## config.mk

```make
export PLATFORM = sky130hd
export DESIGN_NAME = demux4_stream
export DESIGN_NICKNAME = d
export VERILOG_FILES = /design/src/rtl/demux4_stream.sv
export SDC_FILE = /design/constraint.sdc
export NUM_CORES = 1
export LEC_CHECK = 0
export CAP_MARGIN = 20
export CORE_MARGIN = 2
export CORE_UTILIZATION = 25
export DETAILED_ROUTE_END_ITERATION = 10
export GPL_ROUTABILITY_DRIVEN = 1
export PLACE_DENSITY_LB_ADDON = 0.2
export SYNTH_ARGS = -nofsm -noshare
export SYNTH_HDL_FRONTEND = slang
export SYNTH_SLANG_ARGS = --single-unit
```

## constraint.sdc

```tcl
create_clock -name clk -period 4.05 [get_ports clk]
set_input_delay 0.6075 -clock clk [delete_from_list [all_inputs] [get_ports clk]]
set_output_delay 0.6075 -clock clk [all_outputs]
set_load 0.02 [all_outputs]
```

## src/rtl/demux4_stream.sv

```systemverilog
// -----------------------------------------------------------------------------
// demux4_stream
//   Registered 1-to-4 valid/ready stream demultiplexer. Each input word is
//   steered by in_sel into one of four single-entry output registers. Every
//   channel also keeps a saturating count of words its consumer has taken.
//
// Ports
//   clk        system clock, rising edge
//   rst        synchronous active-high reset
//   in_valid   input word present
//   in_ready   input accepted this cycle (combinational from out_valid/out_ready/in_sel)
//   in_sel     destination channel 0..3
//   in_data    input word
//   out_valid  per-channel word-held flags
//   out_ready  per-channel consumer ready
//   out_data   channel k word on [k*WIDTH +: WIDTH]
//   cnt        channel k delivery count on [k*CNT_W +: CNT_W]
//   cnt_clr    synchronous clear of all four counters
// -----------------------------------------------------------------------------
module demux4_stream #(
  parameter int WIDTH = 8,
  parameter int CNT_W = 8
) (
  input  logic               clk,
  input  logic               rst,
  input  logic               in_valid,
  output logic               in_ready,
  input  logic [1:0]         in_sel,
  input  logic [WIDTH-1:0]   in_data,
  output logic [3:0]         out_valid,
  input  logic [3:0]         out_ready,
  output logic [4*WIDTH-1:0] out_data,
  output logic [4*CNT_W-1:0] cnt,
  input  logic               cnt_clr
);

  logic [3:0]       vld_q, vld_d;
  logic [WIDTH-1:0] data_q [4];
  logic [WIDTH-1:0] data_d [4];
  logic [CNT_W-1:0] cnt_q  [4];
  logic [CNT_W-1:0] cnt_d  [4];
  logic [3:0]       deliver;
  logic             xfer;

  // Saturating increment: sticks at the all-ones value instead of wrapping.
  function automatic logic [CNT_W-1:0] sat_inc(input logic [CNT_W-1:0] c);
    if (&c) return c;
    else    return c + 1'b1;
  endfunction

  // A full channel can still accept when its consumer drains it in the same
  // cycle, which is what gives back-to-back throughput into one channel.
  assign in_ready = !vld_q[in_sel] || out_ready[in_sel];
  assign xfer     = in_valid && in_ready;

  always_comb begin
    vld_d    = vld_q;
    deliver  = vld_q & out_ready;
    out_data = '0;
    cnt      = '0;
    for (int k = 0; k < 4; k++) begin
      data_d[k] = data_q[k];
      cnt_d[k]  = cnt_q[k];

      // Refill has priority over drain so a same-cycle drain+refill keeps valid high.
      if (xfer && (in_sel == 2'(k))) begin
        data_d[k] = in_data;
        vld_d[k]  = 1'b1;
      end else if (deliver[k]) begin
        vld_d[k]  = 1'b0;
      end

      if (cnt_clr)         cnt_d[k] = '0;
      else if (deliver[k]) cnt_d[k] = sat_inc(cnt_q[k]);

      out_data[k*WIDTH +: WIDTH] = data_q[k];
      cnt[k*CNT_W +: CNT_W]      = cnt_q[k];
    end
  end

  assign out_valid = vld_q;

  // Single register stage: all channel state.
  always_ff @(posedge clk) begin
    if (rst) begin
      vld_q <= '0;
      for (int k = 0; k < 4; k++) begin
        data_q[k] <= '0;
        cnt_q[k]  <= '0;
      end
    end else begin
      vld_q <= vld_d;
      for (int k = 0; k < 4; k++) begin
        data_q[k] <= data_d[k];
        cnt_q[k]  <= cnt_d[k];
      end
    end
  end

endmodule

```

-- Word-level counts from Yosys, hierarchy flattened
Memories as Yosys holds them, arrays and structs flattened.
Cells that the tools add are included.
- memories: 2
- output and inout port bits: 69
- bits of input ports: 18
- register bits after elaboration: 4
- RAM bits: 64
- word-level logic and storage cells: 78
- bits in latches: 0
- ROM bits: 0
- multiplexer cells: 39
- add/subtract/negate cells: 4
- reduce and logical (&&, ||, !) cells: 16
- $mul: 0
- order comparisons: 1
- bitwise gates (word level): 9
- eq/ne operators: 3
- shift-type cells: 0
- divide/modulo/power cells: 0
- memory list (name ; words ; bits a word ; rd ports ; clocked after memory_dff ; write ports ; line ; source):
    cnt_q ; 4 ; 8 ; 4 ; 0 ; 4 ; 40 ; logic [CNT_W-1:0] cnt_q [4];
    data_q ; 4 ; 8 ; 4 ; 0 ; 4 ; 38 ; logic [WIDTH-1:0] data_q [4];
- operator list (cell ; count):
    2-to-1 mux 8 bit ; 24
    adder 8 x 1 -> 8 bit (second input constant) ; 4
    AND reduction 8 bit ; 4
    2-to-1 mux 1 bit ; 13
    bitwise OR 1 bit ; 8
    nonzero test 2 bit ; 4
    logical AND 1 bit ; 5
    bitwise AND 4 bit ; 1
    binary-select mux 1 bit (select 2 bit) ; 2
    equality test 2 bit (second input constant) ; 2
    less-than comparator 2 x 3 -> 1 bit (second input constant) ; 1
    equality test 2 x 1 -> 1 bit (second input constant) ; 1
    zero test 2 bit ; 1
    zero test 1 bit ; 1
    logical OR 1 bit ; 1

-- Logic depth before layout (Yosys ltp)
- depth after elaboration: 8
- gate-level depth with buffers: 5
- gate-level depth less buffers: 5

-- Worst setup path before layout
No wires, ideal clock.
- kind: input-to-output
- start: in out_ready[0]
- end: out in_ready
- setup slack: 2174 ps
- stages: 3
- required time: 3442 ps
- buffers on the path: 0
- arrival time: 1269 ps
- cells stage by stage: nand2b_1 -> o21ai_0 -> o21ai_0
- word-level cells in the longest chain between the ends: 3
- RTL lines (what ; line ; source):
    start: declaration ; 31 ; input logic [3:0] out_ready,
    binary-select mux 1 bit (select 2 bit) ; 53 ; assign in_ready = !vld_q[in_sel] || out_ready[in_sel];
    2-to-1 mux 1 bit (not written as such) ; 53 ;
    logical OR 1 bit ; 53 ;
    end: declaration ; 27 ; output logic in_ready,
Every way passes these cells. The select of a mux whose other input is x is not followed.

-- Worst setup path after layout
Same ends and word-level chain as after synthesis.

==> results.md <==
* Worst-skew pair later-pin latency at ~0.33 ns
* Cell-internal power at between 1 and 1.5 mW
* Hold Path Depth at 2
* Via count at 2526
* Clk pin slew, worst setup/hold paths at approximately 0.050 ns
* Setup TNS at 0 ns
* Gr usage total at 0.1275
* H-tree depth at 3
* Fin cells at roughly 550
* First-pass GRT wire length at about 13000 µm
* Die Height at ~110 µm
* Setup violations, final at 0
* Final ANT Viol Nets at 0
* Post-cts sizing count at 0
* Synth Area per Inst at roughly 9.4 µm²
* Number of synthesized flops with an enable pin at 0
* Power share of the clock group at 0.492
* Warnings, synthesis at 0
* Most common cell in the netlist: dfxtp_1
* Clk_skew at 0.01017 ns
* Crit path required time at between 3 and 4 ns
* Largest net degree at the start of global routing at 35
* Antenna Diode Count at 0
* Max-cap violations at 0
* Worst IR Drop VDD at 0.0002543 V
* Crit path max fanout at 3
* Routability-driven placement congestion ratio at ~0.72
* Starting Density at 0.2545
* Crit path kind: input port to output pin
* Outcome: finished, final reports clean
* P_leak at between 1.5 and 2 nW
* Nets@finish at 420
* Initial DRC Count at 115
* Filler Cell Count at around 1200
* Root buf cell: clkbuf_16
* Post-placement cell count at between 500 and 600
* RSZ-0062 raised after global routing: false
* DR WL/cell at 14.18 µm
* Post-synthesis cell count at approximately 300
* Synth area leader: dfxtp_1
* FF-to-FF path depth at 5
* Comb pwr share at 0.077
* Critical-path cell list: clkdlybuf4s50_1, nand2b_1, o21ai_0, o21ai_0, clkdlybuf4s50_1
* Netlist cell types at between 40 and 50
* Die width at around 110 µm
* Util after Layout at 0.3731
* CTS max path bufs at 2
* DRC Markers at 0
* Worst Setup End Kind: output pin
* Power per cell area at between 300 and 400 nW/µm²
* CTS tree: built
* Port buffer count at 86
* Die area at about 12000 µm²
* Crit path buf inv count at 2
* DRT Wirelength at approximately 7700 µm
* Psw at about 350 µW
* Clk sink count at 68
* Ports at 87
* Area Overhead vs Synth at 46.59%
* Async set or reset register ratio after synthesis at 0
* Slew Limit Fails at 0
* Grt total ovfl at 0
* Final period utilization at 0.6920
* CTS Buf Count at 9
* Seq/Total Area, Yosys at 0.4724
* Vias per cell at roughly 4.6
* Switching share of power at 0.2213
* Hold Path Class: register to register
* Synthesized net count at 329
* Arr. time, crit path at around 2.2 ns
* Synth cell count leaders: dfxtp_1 (68), nor2_1 (61), mux2i_1 (38), nand2_1 (25), a21oi_1 (15)
* Synth top area share at 0.4724
* Critical path's top delay family: buffers and inverters
* Initial antenna violation count at 0
* First-pass detailed-route iteration total at 4
* Synth Cell Area at between 2000 and 3000 µm²
* Fmax at about 360 MHz
* Period minus WS final at about 2.8 ns
* Synthesized flop and latch total at 68
* Least-Margin Pin Slew at roughly 0.82 ns
* Part of the power in registers at 0.431
* Final hold violations at 0
* Synth Flop Type: dfxtp_1
* Max-slew headroom at 0.4543
* Slowest CP cell: clkdlybuf4s50_1
* Rows at 39
* Crit path launch type: input port
* Postcts setup bufs at 0
* Register area at roughly 1400 µm²
* Multi-input gate area at 1470 µm²
* Detailed Place HPWL at around 5400 µm
* Crit path depth at 5
* Fraction of layout cells with a size suffix above 1 at 0.09181
* Core area at 11320 µm²
* CTS Hold Bufs at 0
* Number of global-route vias before repair at 2494
* Largest stage delay on the critical path at 0.63 ns
* Synth top area cells: dfxtp_1 (47%), mux2i_1 (13%), nor2_1 (7.9%)
sequential cells by signal, summed over array words and instances, names as in the netlist:
signal	count
cnt_q	32
data_q	32
out_valid	4
final timing paths:
kind,from,end,slack [ns]
hold / removal,data_q[1][1]$_SDFFE_PP0P_,data_q[1][1]$_SDFFE_PP0P_,0.49
hold reg to reg,data_q[1][1]$_SDFFE_PP0P_,data_q[1][1]$_SDFFE_PP0P_,0.49
setup reg to reg,cnt_q[0][0]$_SDFFE_PP0P_,cnt_q[0][6]$_SDFFE_PP0P_,2.40
setup / recovery,out_ready[0],in_ready,1.25
cell families after synthesis:
| group | after synthesis | share of synthesized area |
|---|---|---|
| fa+ha+maj | 4 | 0.01737 |
| simple gates | 127 | 0.2054 |
| buf+inv | 15 | 0.02084 |
| flops | 68 | 0.4724 |
| xor+xnor | 10 | 0.03040 |
| compound gates | 45 | 0.1216 |
| mux | 38 | 0.1320 |
through the flow:
step	area (µm²)	hold slack (ns)	power, mW	setup WS, ns
after floorplan	2882	0.5530	0.7636	2.174
after global placement	3920	0.4716	0.8285	1.234
after detailed placement	3920	0.4827	0.8286	1.234
after CTS	4224	0.4951	1.635	1.237
after global routing	4224	0.5149	1.668	1.164
final	4224	0.4913	1.602	1.247
tightest hold or removal path: stages (launching register included):
cell,delay (ns)
dfxtp_1,0.32
mux2i_1,0.06
nor2_1,0.07
power groups by stage:
stage	clock, mW	sequential [mW]	combinational, mW
global placement	0	0.704	0.124
global route	0.844	0.691	0.133
detailed placement	0	0.704	0.125
finish	0.788	0.690	0.123
floorplan	0	0.719	0.0448
CTS	0.820	0.690	0.126
area by class of cell:
| cell class | count | area share |
|---|---|---|
| Timing Repair Buffer | 90 | 0.2109 |
| Tap cell | 143 | 0.04236 |
| Sequential cell | 68 | 0.3223 |
| Clock inverter | 4 | 0.01126 |
| Clock buffer | 12 | 0.06072 |
| Inverter | 5 | 0.004443 |
| Multi-Input combinational cell | 224 | 0.3480 |
per-layer routing:
layer | GRT usage | wire length, µm
met5 | 0 | 0
met4 | 0.03951 | 48
met3 | 0.05008 | 523
met2 | 0.2004 | 3479
met1 | 0.1619 | 3693
layout by cell type (no fill, tap or decap), types with 5 or more instances in the layout:
| master | n |
|---|---|
| clkbuf_16 | 9 |
| a21oi_1 | 15 |
| nor2_1 | 61 |
| inv_1 | 5 |
| nand3_1 | 12 |
| xnor2_1 | 8 |
| nand2_1 | 25 |
| o21ai_0 | 7 |
| mux2i_1 | 38 |
| dfxtp_1 | 68 |
| clkdlybuf4s50_1 | 86 |
No activity file was read; power rests on OpenSTA's default activity.
